$ cat src/rtl/mem_port_arbiter.sv
// Shares one memory port between instruction fetch (IF) and load/store (LS).
// Round-robin on contention, one transaction in flight, IDLE -> REQ -> WAIT.
module mem_port_arbiter #(
  parameter int AW = 32,
  parameter int DW = 32
) (
  input  logic            clk,
  input  logic            rst,
  input  logic            if_req,
  input  logic [AW-1:0]   if_addr,
  output logic            if_gnt,
  output logic            if_rvalid,
  output logic [DW-1:0]   if_rdata,
  input  logic            ls_req,
  input  logic            ls_we,
  input  logic [AW-1:0]   ls_addr,
  input  logic [DW-1:0]   ls_wdata,
  input  logic [DW/8-1:0] ls_be,
  output logic            ls_gnt,
  output logic            ls_rvalid,
  output logic [DW-1:0]   ls_rdata,
  output logic            mem_req,
  output logic            mem_we,
  output logic [AW-1:0]   mem_addr,
  output logic [DW-1:0]   mem_wdata,
  output logic [DW/8-1:0] mem_be,
  input  logic            mem_gnt,
  input  logic            mem_rvalid,
  input  logic [DW-1:0]   mem_rdata
);
  typedef enum logic [1:0] {IDLE, REQ, WAIT} state_t;

  state_t            state;
  logic              owner;  // 0 = IF, 1 = LS
  logic              last;
  logic              we_q;
  logic [AW-1:0]     addr_q;
  logic [DW-1:0]     wdata_q;
  logic [DW/8-1:0]   be_q;
  logic              pick_ls;

  // On contention the side that did not own the last completed transaction wins.
  assign pick_ls = ls_req && (!if_req || !last);

  always_ff @(posedge clk or posedge rst) begin
    if (rst) begin
      state   <= IDLE;
      owner   <= 1'b0;
      last    <= 1'b1;
      we_q    <= 1'b0;
      addr_q  <= '0;
      wdata_q <= '0;
      be_q    <= '0;
    end else begin
      case (state)
        IDLE: if (if_req || ls_req) begin
          state <= REQ;
          if (pick_ls) begin
            owner   <= 1'b1;
            we_q    <= ls_we;
            addr_q  <= ls_addr;
            wdata_q <= ls_wdata;
            be_q    <= ls_be;
          end else begin
            owner   <= 1'b0;
            we_q    <= 1'b0;
            addr_q  <= if_addr;
            wdata_q <= '0;
            be_q    <= '1;
          end
        end
        REQ:  if (mem_gnt) state <= WAIT;
        WAIT: if (mem_rvalid) begin
          last  <= owner;
          state <= IDLE;
        end
        default: state <= IDLE;
      endcase
    end
  end

  // Memory-side fields come straight from the latched transaction, zeroed outside REQ.
  assign mem_req   = (state == REQ);
  assign mem_we    = mem_req & we_q;
  assign mem_addr  = mem_req ? addr_q  : '0;
  assign mem_wdata = mem_req ? wdata_q : '0;
  assign mem_be    = mem_req ? be_q    : '0;

  assign if_gnt    = mem_req && mem_gnt && !owner;
  assign ls_gnt    = mem_req && mem_gnt &&  owner;
  assign if_rvalid = (state == WAIT) && mem_rvalid && !owner;
  assign ls_rvalid = (state == WAIT) && mem_rvalid &&  owner;
  assign if_rdata  = if_rvalid ? mem_rdata : '0;
  assign ls_rdata  = ls_rvalid ? mem_rdata : '0;
endmodule

$ cat config.mk
export PLATFORM = sky130hd
export DESIGN_NAME = mem_port_arbiter
export DESIGN_NICKNAME = d
export VERILOG_FILES = /design/src/rtl/mem_port_arbiter.sv
export SDC_FILE = /design/constraint.sdc
export NUM_CORES = 1
export LEC_CHECK = 0
export BUFFER_PORTS_ARGS = -buffer_cell sky130_fd_sc_hd__buf_4
export CAP_MARGIN = 25
export CELL_PAD_IN_SITES_DETAIL_PLACEMENT = 0
export CELL_PAD_IN_SITES_GLOBAL_PLACEMENT = 1
export CORE_MARGIN = 2
export CORE_UTILIZATION = 33
export DETAILED_ROUTE_END_ITERATION = 12
export GPL_ROUTABILITY_DRIVEN = 0
export HOLD_SLACK_MARGIN = 0.15
export PLACE_DENSITY_LB_ADDON = 0.1
export SLEW_MARGIN = 25
export SYNTH_ARGS = -nofsm -noshare
export SYNTH_HDL_FRONTEND = slang
export SYNTH_SLANG_ARGS = --single-unit
$ cat constraint.sdc
create_clock -name clk -period 4.96 [get_ports clk]
set_input_delay 0.744 -clock clk [delete_from_list [all_inputs] [get_ports clk]]
set_output_delay 0.744 -clock clk [all_outputs]
set_load 0.01 [all_outputs]
* After elaboration in Yosys (flattened, before gate mapping)
Index checks and enable logic that the tools add are counted. Widths: inputs -> output; s select.
Storage, ports and cells: input bits 139, bits in registers 73, word-level logic and storage cells 43
Operators by class: bitwise operators 1, reductions and logical operators 16, multiplexer cells 14, eq/ne operators 5
Operators with widths (count):
- $mux 32 | 6
- $mux 4 | 2
- $logic_and 1x1->1 | 7
- $mux 2 | 3
- $pmux 2 s3 | 1
- $ne 2x2->1 const B | 2
- $reduce_and 2->1 | 2
- $logic_not 1->1 | 3
- $reduce_and 3->1 | 1
- $eq 2x1->1 const B | 1
- $eq 2x2->1 const B | 1
- $logic_not 2->1 | 1
- $logic_or 1x1->1 | 2
- $mux 1 | 2
- $ne 2x1->1 const B | 1
- $and 1x1->1 | 1

* Longest topological paths before layout
Gate-level depths: netlist of run 1.
depth in word-level cells 4, mapped depth 5

* Worst setup path before layout of run 1
Ideal clock, no wire load.
kind input -> output, start input port mem_rvalid, end output port ls_rdata[23], path slack 2.643 ns, stages on the path 4, arrival 1.573 ns, path through nand3b_1 nor2_1 clkbuf_1 and2_1
On the way: cells in the longest elaborated chain, start to end 3
Ends and longest elaborated chain:
- start, declared | RTL line 28 | input logic mem_rvalid,
- $logic_and 1x1->1 (2 in series) | RTL line 92 | assign ls_rvalid = (state == WAIT) && mem_rvalid && owner;
- named net ls_rvalid | RTL line 20 | output logic ls_rvalid,
- $mux 32 | RTL line 94 | assign ls_rdata = ls_rvalid ? mem_rdata : '0;
- end, declared | RTL line 21 | output logic [DW-1:0] ls_rdata,
The timed path passes the listed nets, and every way through them passes these cells.

* Worst setup path in the final report of run 1
start register state[0], end output port ls_rdata[5]
On the way: cells in the longest elaborated chain, start to end 4
Ends and longest elaborated chain:
- start, declared | RTL line 33 | state_t state;
- start signal, assigned | RTL line 47 | state <= IDLE;
- start signal, assigned | RTL line 57 | state <= REQ;
- start signal, assigned | RTL line 72 | REQ: if (mem_gnt) state <= WAIT;
- $eq 2x2->1 | RTL line 92
- $logic_and 1x1->1 (2 in series) | RTL line 92
- $mux 32 | RTL line 94
Every way passes these cells.

==> results of run 1 <==
## cells in the final DEF, fill, tap and decap left out, drive strengths merged, types with 2 or more instances in the layout
master,count
buf,285
and2,133
dfrtp,72
mux2,64
a22o,33
clkbuf,9
nor2,5
o22a,4
inv,4
nand2b,3
o21ai,3
nand2,2
clkinv,2
clkinvlp,2
## cells in the mapped netlist, drive strengths merged
master	number	area share, %
and2	133	20
dfrtp	72	44
mux2	64	20
a22o	33	7.1
clkbuf	17	1.6
buf	11	2.0
nor2	5	0.46
o22a	4	0.86
nand2b	3	0.46
o21ai	3	0.37
inv	2	0.18
nand2	2	0.18
a21bo	1	0.25
a21o	1	0.18
dfstp	1	0.65
nand3b	1	0.18
nor2b	1	0.15
nor3	1	0.25
o21a	1	0.18
## worst max-delay path, stage by stage, from the launching register on
cell      delay (ns)
dfrtp_1         0.43
nand3b_1        0.22
nor2_1          0.27
buf_4           0.32
and2_1          0.17
buf_4           0.12
## power by group through the flow
stage	logic, W	clock network (W)	registers (W)
after floorplan	0.000951	0	0.000959
after global placement	0.00156	0	0.000993
after detailed placement	0.00166	0	0.00100
after CTS	0.00166	0.000670	0.000999
after global routing	0.00176	0.000706	0.00103
final	0.00162	0.000657	0.000997
## final cells by class
| cell class | count | area (µm²) | share of cell area [%] |
|---|---|---|---|
| flip-flops and latches | 73 | 1828 | 27.59 |
| clock inverters | 7 | 76.32 | 1.152 |
| multi-input cells | 253 | 2113 | 31.89 |
| well taps | 147 | 183.9 | 2.776 |
| inverters | 2 | 8.758 | 0.1322 |
| repair buffers | 285 | 2191 | 33.06 |
| clock buffers | 9 | 225.2 | 3.399 |
## stage by stage
step / cell area (µm²) / total power [W] / setup WS, ns / cells
global route: 6626 / 0.003497 / 2.166 / 776
detailed placement: 6321 / 0.002661 / 2.405 / 760
global placement: 6243 / 0.002558 / 2.175 / 756
floorplan: 4074 / 0.001910 / 2.364 / 356
CTS: 6623 / 0.003325 / 2.352 / 776
finish: 6626 / 0.003277 / 2.353 / 776
## final timing paths
check,end,startpoint,cells after the start,slack [ns]
worst min register to register,addr_q[1],addr_q[1],1,0.50
min in group asynchronous,addr_q[3],rst,3,0.58
worst max-delay path,ls_rdata[5],state[0],5,2.35
max in group asynchronous,addr_q[20],rst,3,3.88
worst min-delay path,addr_q[1],addr_q[1],1,0.50
worst max register to register,addr_q[5],state[1],3,2.93
## flip-flops by register name, summed over array words and instances, names as in the netlist
register  count
addr_q       32
be_q          4
last          1
owner         1
state         2
wdata_q      32
we_q          1
## cells by family (layout without fill, tap and decap cells)
group,Yosys count,after routing
compound gates,43,43
flops,73,73
mux,64,64
buf+inv,30,303
simple gates,146,146
## per-layer routing
layer	global-route usage, %	vias to the layer above	share of wire [%]
met2	34.39	161	53
met5	0	-	0
met3	5.061	15	8.2
met1	20.86	1711	37
li1	-	1740	-
met4	6.747	0	1.8
==> flow_summary.json, run 1 <==
{
  "syn_avg_cell_area_um2": 11.44,
  "clkPwrFrac_pct": 20.0,
  "cap_violations": 0,
  "htreeDepth": 3,
  "final.period_utilization_pct": 52.56,
  "fin_hold_ws_ns": 0.4952,
  "yosys.cell_types.count": 22,
  "p_leak_nw": 3.453,
  "num_rows": 40,
  "drtAntennaViolNets": 0,
  "relSlewSlack_pct": 39.31,
  "cp_max_fo": 30,
  "antenna_found_initial": 0,
  "ios": 277,
  "cts.repair.resized": 0,
  "netlist_instances": 356,
  "irDropWorstVdd_mv": 0.2177,
  "cts.sinks": 73,
  "routed_wl_um": 12790,
  "path_class": "flip-flop to output pin",
  "synth_fp_nets": 495,
  "cts_tree": "built",
  "p_int_w": 0.002174,
  "p_sw_w": 0.001103,
  "combPwrFrac_pct": 49.5,
  "max_freq_ghz": 0.3836,
  "track_usage_pct": 18.78,
  "synth_compound_area_share_pct": 8.937,
  "power_frac_seq_pct": 30.4,
  "dieArea_um2": 13250,
  "holdCritPathClass": "flip-flop to flip-flop",
  "via_per_inst": 4.674,
  "wl_per_cell_um": 16.48,
  "hold_viol": 0,
  "die_width_um": 115.1,
  "final_util_pct": 55.17,
  "synth-seq-area-share_pct": 44.87,
  "cp_data_arrival_time_ns": 1.86,
  "synth_xor_area_share_pct": 0,
  "clockBufferDepth": 2,
  "drt_first_pass_iters": 4,
  "yosysWarnings": 0,
  "synth.cell_area_um2": 4074,
  "synth_top_family_by_area": "simple AND/OR/NAND/NOR gates",
  "required_ns": 4.22,
  "n_antenna_cell": 0,
  "grt_pass1_wl_um": 19230,
  "yosys.area_share.simple_pct": 22.11,
  "startpoint_type": "flip-flop",
  "post-dp-hpwl_um": 9808,
  "hold_buffers": 0,
  "ys_ff_latch": 73,
  "port_buffers": 276,
  "gr-total-overflow": 0,
  "synthAdderAreaFrac_pct": 0,
  "root_buffer": "clkbuf_16",
  "finalSetupViolCount": 0,
  "fin_setup_tns_ns": 0,
  "tightest_slew_ns": 0.9104,
  "fin_nets": 763,
  "post_cts_buffers": 0,
  "clock_latency_ns": 0.33,
  "clkSlewWorstSetupHoldPaths_ns": 0.06,
  "layout-drive-gt1-share_pct": 59.14,
  "grt_pass1_vias": 3777,
  "outcome": "finished clean",
  "cts_buffers": 9,
  "power_density_nw_per_um2": 494.5,
  "rsz0062_at_grt": "false",
  "drc": 0,
  "syn2layout_area_growth_pct": 62.65,
  "grt_max_degree": 74,
  "critPathCaptureType": "output pin",
  "p_sw_share_pct": 33.66,
  "drt_iter0_markers": 179,
  "final.min_clock_period_ns": 2.607,
  "chipHeight_um": 115.1,
  "vias": 3627,
  "synthMuxAreaShare_pct": 20.36,
  "fill_cells": 1100,
  "skew_ns": 0.008640,
  "slew_violations": 0,
  "core_area_um2": 12010,
  "initial_core_util_pct": 33.92
}
No activity file was read; power rests on OpenSTA's default activity.
==> run 2, diff against run 1 <==
--- a/config.mk
+++ b/config.mk
@@ -10,7 +10,7 @@
 export CELL_PAD_IN_SITES_DETAIL_PLACEMENT = 0
 export CELL_PAD_IN_SITES_GLOBAL_PLACEMENT = 1
 export CORE_MARGIN = 2
-export CORE_UTILIZATION = 33
+export CORE_UTILIZATION = 27
 export DETAILED_ROUTE_END_ITERATION = 12
 export GPL_ROUTABILITY_DRIVEN = 0
 export HOLD_SLACK_MARGIN = 0.15
==> constraint.sdc (replaced) <==
create_clock -name clk -period 2.3 [get_ports clk]
set_input_delay 0.345 -clock clk [delete_from_list [all_inputs] [get_ports clk]]
set_output_delay 0.345 -clock clk [all_outputs]
set_load 0.01 [all_outputs]
==> run 2 against run 1 <==
Net effect:
- clock skew down 0.0026 ns
- count of clock-buffer cells in the layout unchanged
- via count barely moved
- sequential share of layout area is 0.38 points lower
- critical endpoint is now ls_rdata[30]
==> flow_summary.json, run 2 (synthesis gave the netlist of run 1 again) <==
{
  "vias": 3629,
  "crit_chain": "nand3b_1 -> nor2_1 -> buf_4 -> and2_1 -> buf_4",
  "final_common_cell": "buf_4",
  "pre_cts_slack_ns": 0.5329,
  "fin_hold_ws_ns": 0.2158,
  "wl_per_cell_um": 16.23,
  "cp_data_arrival_time_ns": 1.71,
  "fin_setup_tns_ns": 0,
  "ios": 277,
  "chipHeight_um": 126.8,
  "final_util_pct": 45.87,
  "cts_buffers": 9,
  "skew_ns": 0.006041,
  "rsz0062_at_grt": "false",
  "layout-drive-gt1-share_pct": 59.11,
  "post_cts_buffers": 0,
  "path_class": "flip-flop to output pin",
  "final.min_clock_period_ns": 2.060,
  "clock_latency_ns": 0.33,
  "startpoint_type": "flip-flop",
  "drt_iter0_markers": 132,
  "power_density_nw_per_um2": 1073,
  "syn2layout_area_growth_pct": 64.90,
  "dieArea_um2": 16090,
  "num_rows": 44,
  "port_buffers": 276,
  "drtAntennaViolNets": 0,
  "grt_pass1_vias": 3986,
  "finalSetupViolCount": 0,
  "cp_common_cell": "buf_4",
  "cp_max_fo": 34,
  "htreeDepth": 3,
  "finalInstanceArea_um2": 6718,
  "cts.sinks": 73,
  "irDropWorstVdd_mv": 0.4432,
  "post-dp-hpwl_um": 10140,
  "holdCritPathClass": "input pin to flip-flop",
  "cts.repair.resized": 0,
  "slowest_delay_ns": 0.44,
  "routed_wl_um": 13230,
  "grt_max_degree": 38,
  "fin_nets": 765,
  "via_per_inst": 4.453,
  "r2r_cells": 4,
  "root_buffer": "clkbuf_16",
  "max_freq_ghz": 0.4855,
  "slew_violations": 0,
  "p_leak_nw": 3.485,
  "core_area_um2": 14640,
  "clkSlewWorstSetupHoldPaths_ns": 0.06,
  "critPathCaptureType": "output pin",
  "cpMaxStageDelayCell": "dfrtp_1",
  "relSlewSlack_pct": 54.02,
  "final_cell_mix": "buf_4 (283), and2_1 (133), dfrtp_1 (72)",
  "tightest_slew_ns": 0.6889,
  "cap_violations": 0,
  "grt_pass1_wl_um": 20780,
  "required_ns": 1.96,
  "hold_buffers": 1,
  "timing.final.ws_setup_ns": 0.2404,
  "drc": 0,
  "placed_area_um2": 6365,
  "reg.largest.list": "addr_q (32), wdata_q (32), be_q (4)",
  "die_width_um": 126.8,
  "initial_core_util_pct": 27.82,
  "hold_viol": 0,
  "final.period_utilization_pct": 89.55,
  "antenna_found_initial": 0,
  "clockBufferDepth": 2,
  "drt_first_pass_iters": 4,
  "outcome": "finished clean",
  "cts_tree": "built",
  "hold_path_depth": 2,
  "n_antenna_cell": 0,
  "gr-total-overflow": 0,
  "track_usage_pct": 16.40
}
-- run 2: cell count changes in the layout (fill, tap and decap cells not counted), sizes merged --
cell | previous run | this run
buf | 285 | 286
bufinv | 1 | 3
clkinv | 2 | 4
clkinvlp | 2 | 0
dlygate4sd3 | 0 | 1
inv | 4 | 2
-- run 2: through the flow --
stage	cells	total power, W
6_report	815	0.007211
5_1_grt	815	0.007730
3_3_place_gp	798	0.005637
3_5_place_dp	798	0.005696
2_1_floorplan	356	0.004119
4_1_cts	815	0.007340
-- run 2: worst max-delay path: cells and delay by family, from the launching register on --
family,cells,cell delay (ns)
flops,1,0.44
simple gates,3,0.54
buf+inv,2,0.41
-- run 2: layout make-up --
class | instances | area (µm²)
flip-flops and latches | 73 | 1828
multi-input cells | 253 | 2113
well taps | 184 | 230.2
fillers | 1378 | 7926
inverters | 2 | 8.758
clock inverters | 7 | 117.6
repair buffers | 287 | 2195
clock buffers | 9 | 225.2
-- run 2: layer usage --
metal  part of all wire, %  up-vias  global-route usage (%)
met4                   1.1        0                   4.913
met1                    38     1708                   19.10
met3                   8.3       10                   4.935
met2                    52      168                   29.06
met5                     0        -                       0
li1                      -     1743                       -
-- run 2: report_power, final --
group	internal, W	total, W	switching, W
Sequential	0.00187	0.00214	0.000276
Combinational	0.00192	0.00347	0.00154
Clock	0.00106	0.00160	0.000540
Total	0.00485	0.00721	0.00236
-- run 2: final timing paths --
path / startpoint / to / slack [ns]
worst min register to register: we_q / we_q / 0.49
min in group asynchronous: rst / wdata_q[2] / 0.66
worst max register to register: state[1] / addr_q[22] / 0.53
worst min-delay path: mem_rvalid / state[1] / 0.22
worst max-delay path: state[0] / ls_rdata[30] / 0.24
max in group asynchronous: rst / wdata_q[31] / 1.00
==> run 3, diff against run 2 <==
--- a/config.mk
+++ b/config.mk
@@ -15,6 +15,7 @@
 export GPL_ROUTABILITY_DRIVEN = 0
 export HOLD_SLACK_MARGIN = 0.15
 export PLACE_DENSITY_LB_ADDON = 0.1
+export SETUP_SLACK_MARGIN = 0.3
 export SLEW_MARGIN = 25
 export SYNTH_ARGS = -nofsm -noshare
 export SYNTH_HDL_FRONTEND = slang
==> run 3 against run 2 <==
Net effect:
- clock skew is 0.0016 ns lower
- critical path depth is 1 higher
- combinational power is 7.2% higher
- wire length is 6.0% higher
- power is 0.90% higher
- via count is 2.6% higher
- sequential share of layout area is 1.1 points lower
- largest power group unchanged
==> flow_summary.json, run 3 (synthesis gave the netlist of run 1 again) <==
{
  "gr-total-overflow": 0,
  "cts_tree": "built",
  "hold_viol": 0,
  "routed_wl_um": 14020,
  "initial_core_util_pct": 27.82,
  "port_buffers": 276,
  "cp_common_cell": "buf_6",
  "cp_data_arrival_time_ns": 1.69,
  "skew_ns": 0.004412,
  "vias": 3722,
  "cp_max_fo": 8,
  "final_cell_mix": "buf_4 (264), and2_1 (107), dfrtp_1 (71)",
  "clkSlewWorstSetupHoldPaths_ns": 0.06,
  "drc": 0,
  "layout-drive-gt1-share_pct": 64.54,
  "drtAntennaViolNets": 0,
  "total_power_w": 0.007275,
  "placed_area_um2": 6355,
  "tightest_slew_ns": 0.5081,
  "fill_cells": 1384,
  "power_density_nw_per_um2": 1039,
  "antenna_found_initial": 0,
  "crit_chain": "nand3b_1 -> nor2_4 -> buf_6 -> clkbuf_16 -> and2_4 -> buf_6",
  "startpoint_type": "flip-flop",
  "grt_max_degree": 41,
  "outcome": "finished clean",
  "grt_pass1_vias": 3950,
  "fin_nets": 777,
  "timing.final.ws_setup_ns": 0.2677,
  "htreeDepth": 3,
  "num_rows": 44,
  "syn2layout_area_growth_pct": 71.87,
  "dieArea_um2": 16090,
  "die_width_um": 126.8,
  "holdCritPathClass": "input pin to async pin",
  "cpMaxStageDelayCell": "dfrtp_1",
  "core_area_um2": 14640,
  "clockBufferDepth": 2,
  "post-dp-hpwl_um": 9986,
  "root_buffer": "clkbuf_16",
  "required_ns": 1.96,
  "irDropWorstVdd_mv": 0.4387,
  "reg.largest.list": "addr_q (32), wdata_q (32), be_q (4)",
  "cap_violations": 0,
  "cts.sinks": 73,
  "via_per_inst": 4.501,
  "finalInstanceArea_um2": 7002,
  "path_class": "flip-flop to output pin",
  "cts_buffers": 9,
  "final.period_utilization_pct": 88.36,
  "slowest_delay_ns": 0.39,
  "clock_latency_ns": 0.33,
  "drt_first_pass_iters": 4,
  "fin_setup_tns_ns": 0,
  "pre_cts_slack_ns": 0.5907,
  "max_freq_ghz": 0.4921,
  "final_common_cell": "buf_4",
  "critPathCaptureType": "output pin",
  "finalSetupViolCount": 0,
  "p_leak_nw": 3.582,
  "wl_per_cell_um": 16.95,
  "drt_iter0_markers": 154,
  "track_usage_pct": 16.38,
  "final_util_pct": 47.81,
  "final.min_clock_period_ns": 2.032,
  "rsz0062_at_grt": "true",
  "slew_violations": 0,
  "grt_pass1_wl_um": 20560,
  "ios": 277,
  "relSlewSlack_pct": 66.12,
  "hold_buffers": 0,
  "chipHeight_um": 126.8,
  "n_antenna_cell": 0
}
[run 3: cell types whose count changed in the layout (fill, tap and decap cells not counted), sizes merged]
| cell | delta |
|---|---|
| dlygate4sd3 | -1 |
| clkbuf | +2 |
| buf | +11 |
| clkinvlp | +4 |
| inv | +1 |
| bufinv | -2 |
| clkinv | -3 |
[run 3: worst max-delay path, delay by kind of cell, from the launching register on]
family        cells  cell delay, ns
flops             1            0.39
buf+inv           3            0.36
simple gates      3            0.59
[run 3: cell type report]
cell class                 instances  area [µm²]  share of cell area [%]
timing repair buffer             299        2439                   34.83
multi-input combinational        253        2188                   31.25
sequential                        73        1829                   26.13
tap                              184       230.2                   3.288
clock buffer                       9       225.2                   3.217
clock inverter                     7       78.83                   1.126
inverter                           2       11.26                  0.1608
[run 3: path summary, 6_finish.rpt]
kind	start	end	slack, ns	depth (start not counted)
worst max-delay path	state[0]	ls_rdata[26]	0.27	6
worst min-delay path	rst	wdata_q[28]	0.15	3
worst max register to register	state[0]	addr_q[3]	0.59	5
worst min register to register	wdata_q[2]	wdata_q[2]	0.49	1
max in group asynchronous	rst	state[1]	1.75	3
min in group clk	mem_rvalid	state[1]	0.21	2
[run 3: where the power goes]
group          internal [W]  switching [W]  total [W]
clock network      0.000849       0.000572    0.00142
registers           0.00187       0.000260    0.00213
logic               0.00210        0.00163    0.00372
[run 3: what timing repair did]
| action | in CTS | in global routing |
|---|---|---|
| endpoints found under the setup margin | 66 | 98 |
| pin swaps | 0 | 23 |
| buffers inserted | 8 | 1 |
| cloned | 1 | 3 |
| resized for setup | 9 | 60 |
[run 3: metal layers]
layer  routed length [µm]  up-vias  track usage [%]  part of all wire (%)
met2                 7259      173            29.13                    52
met1                 5228     1756            18.12                    37
met5                    0        -                0                     0
met3                 1181       21            5.146                   8.4
li1                     -     1772                -                     -
met4                  351        0            6.723                   2.5
[run 3: stage by stage]
stage               cells  hold slack, ns
detailed placement    798          0.4832
global route          827          0.1998
finish                827          0.1489
floorplan             356          0.4523
CTS                   823          0.1617
global placement      798          0.4793
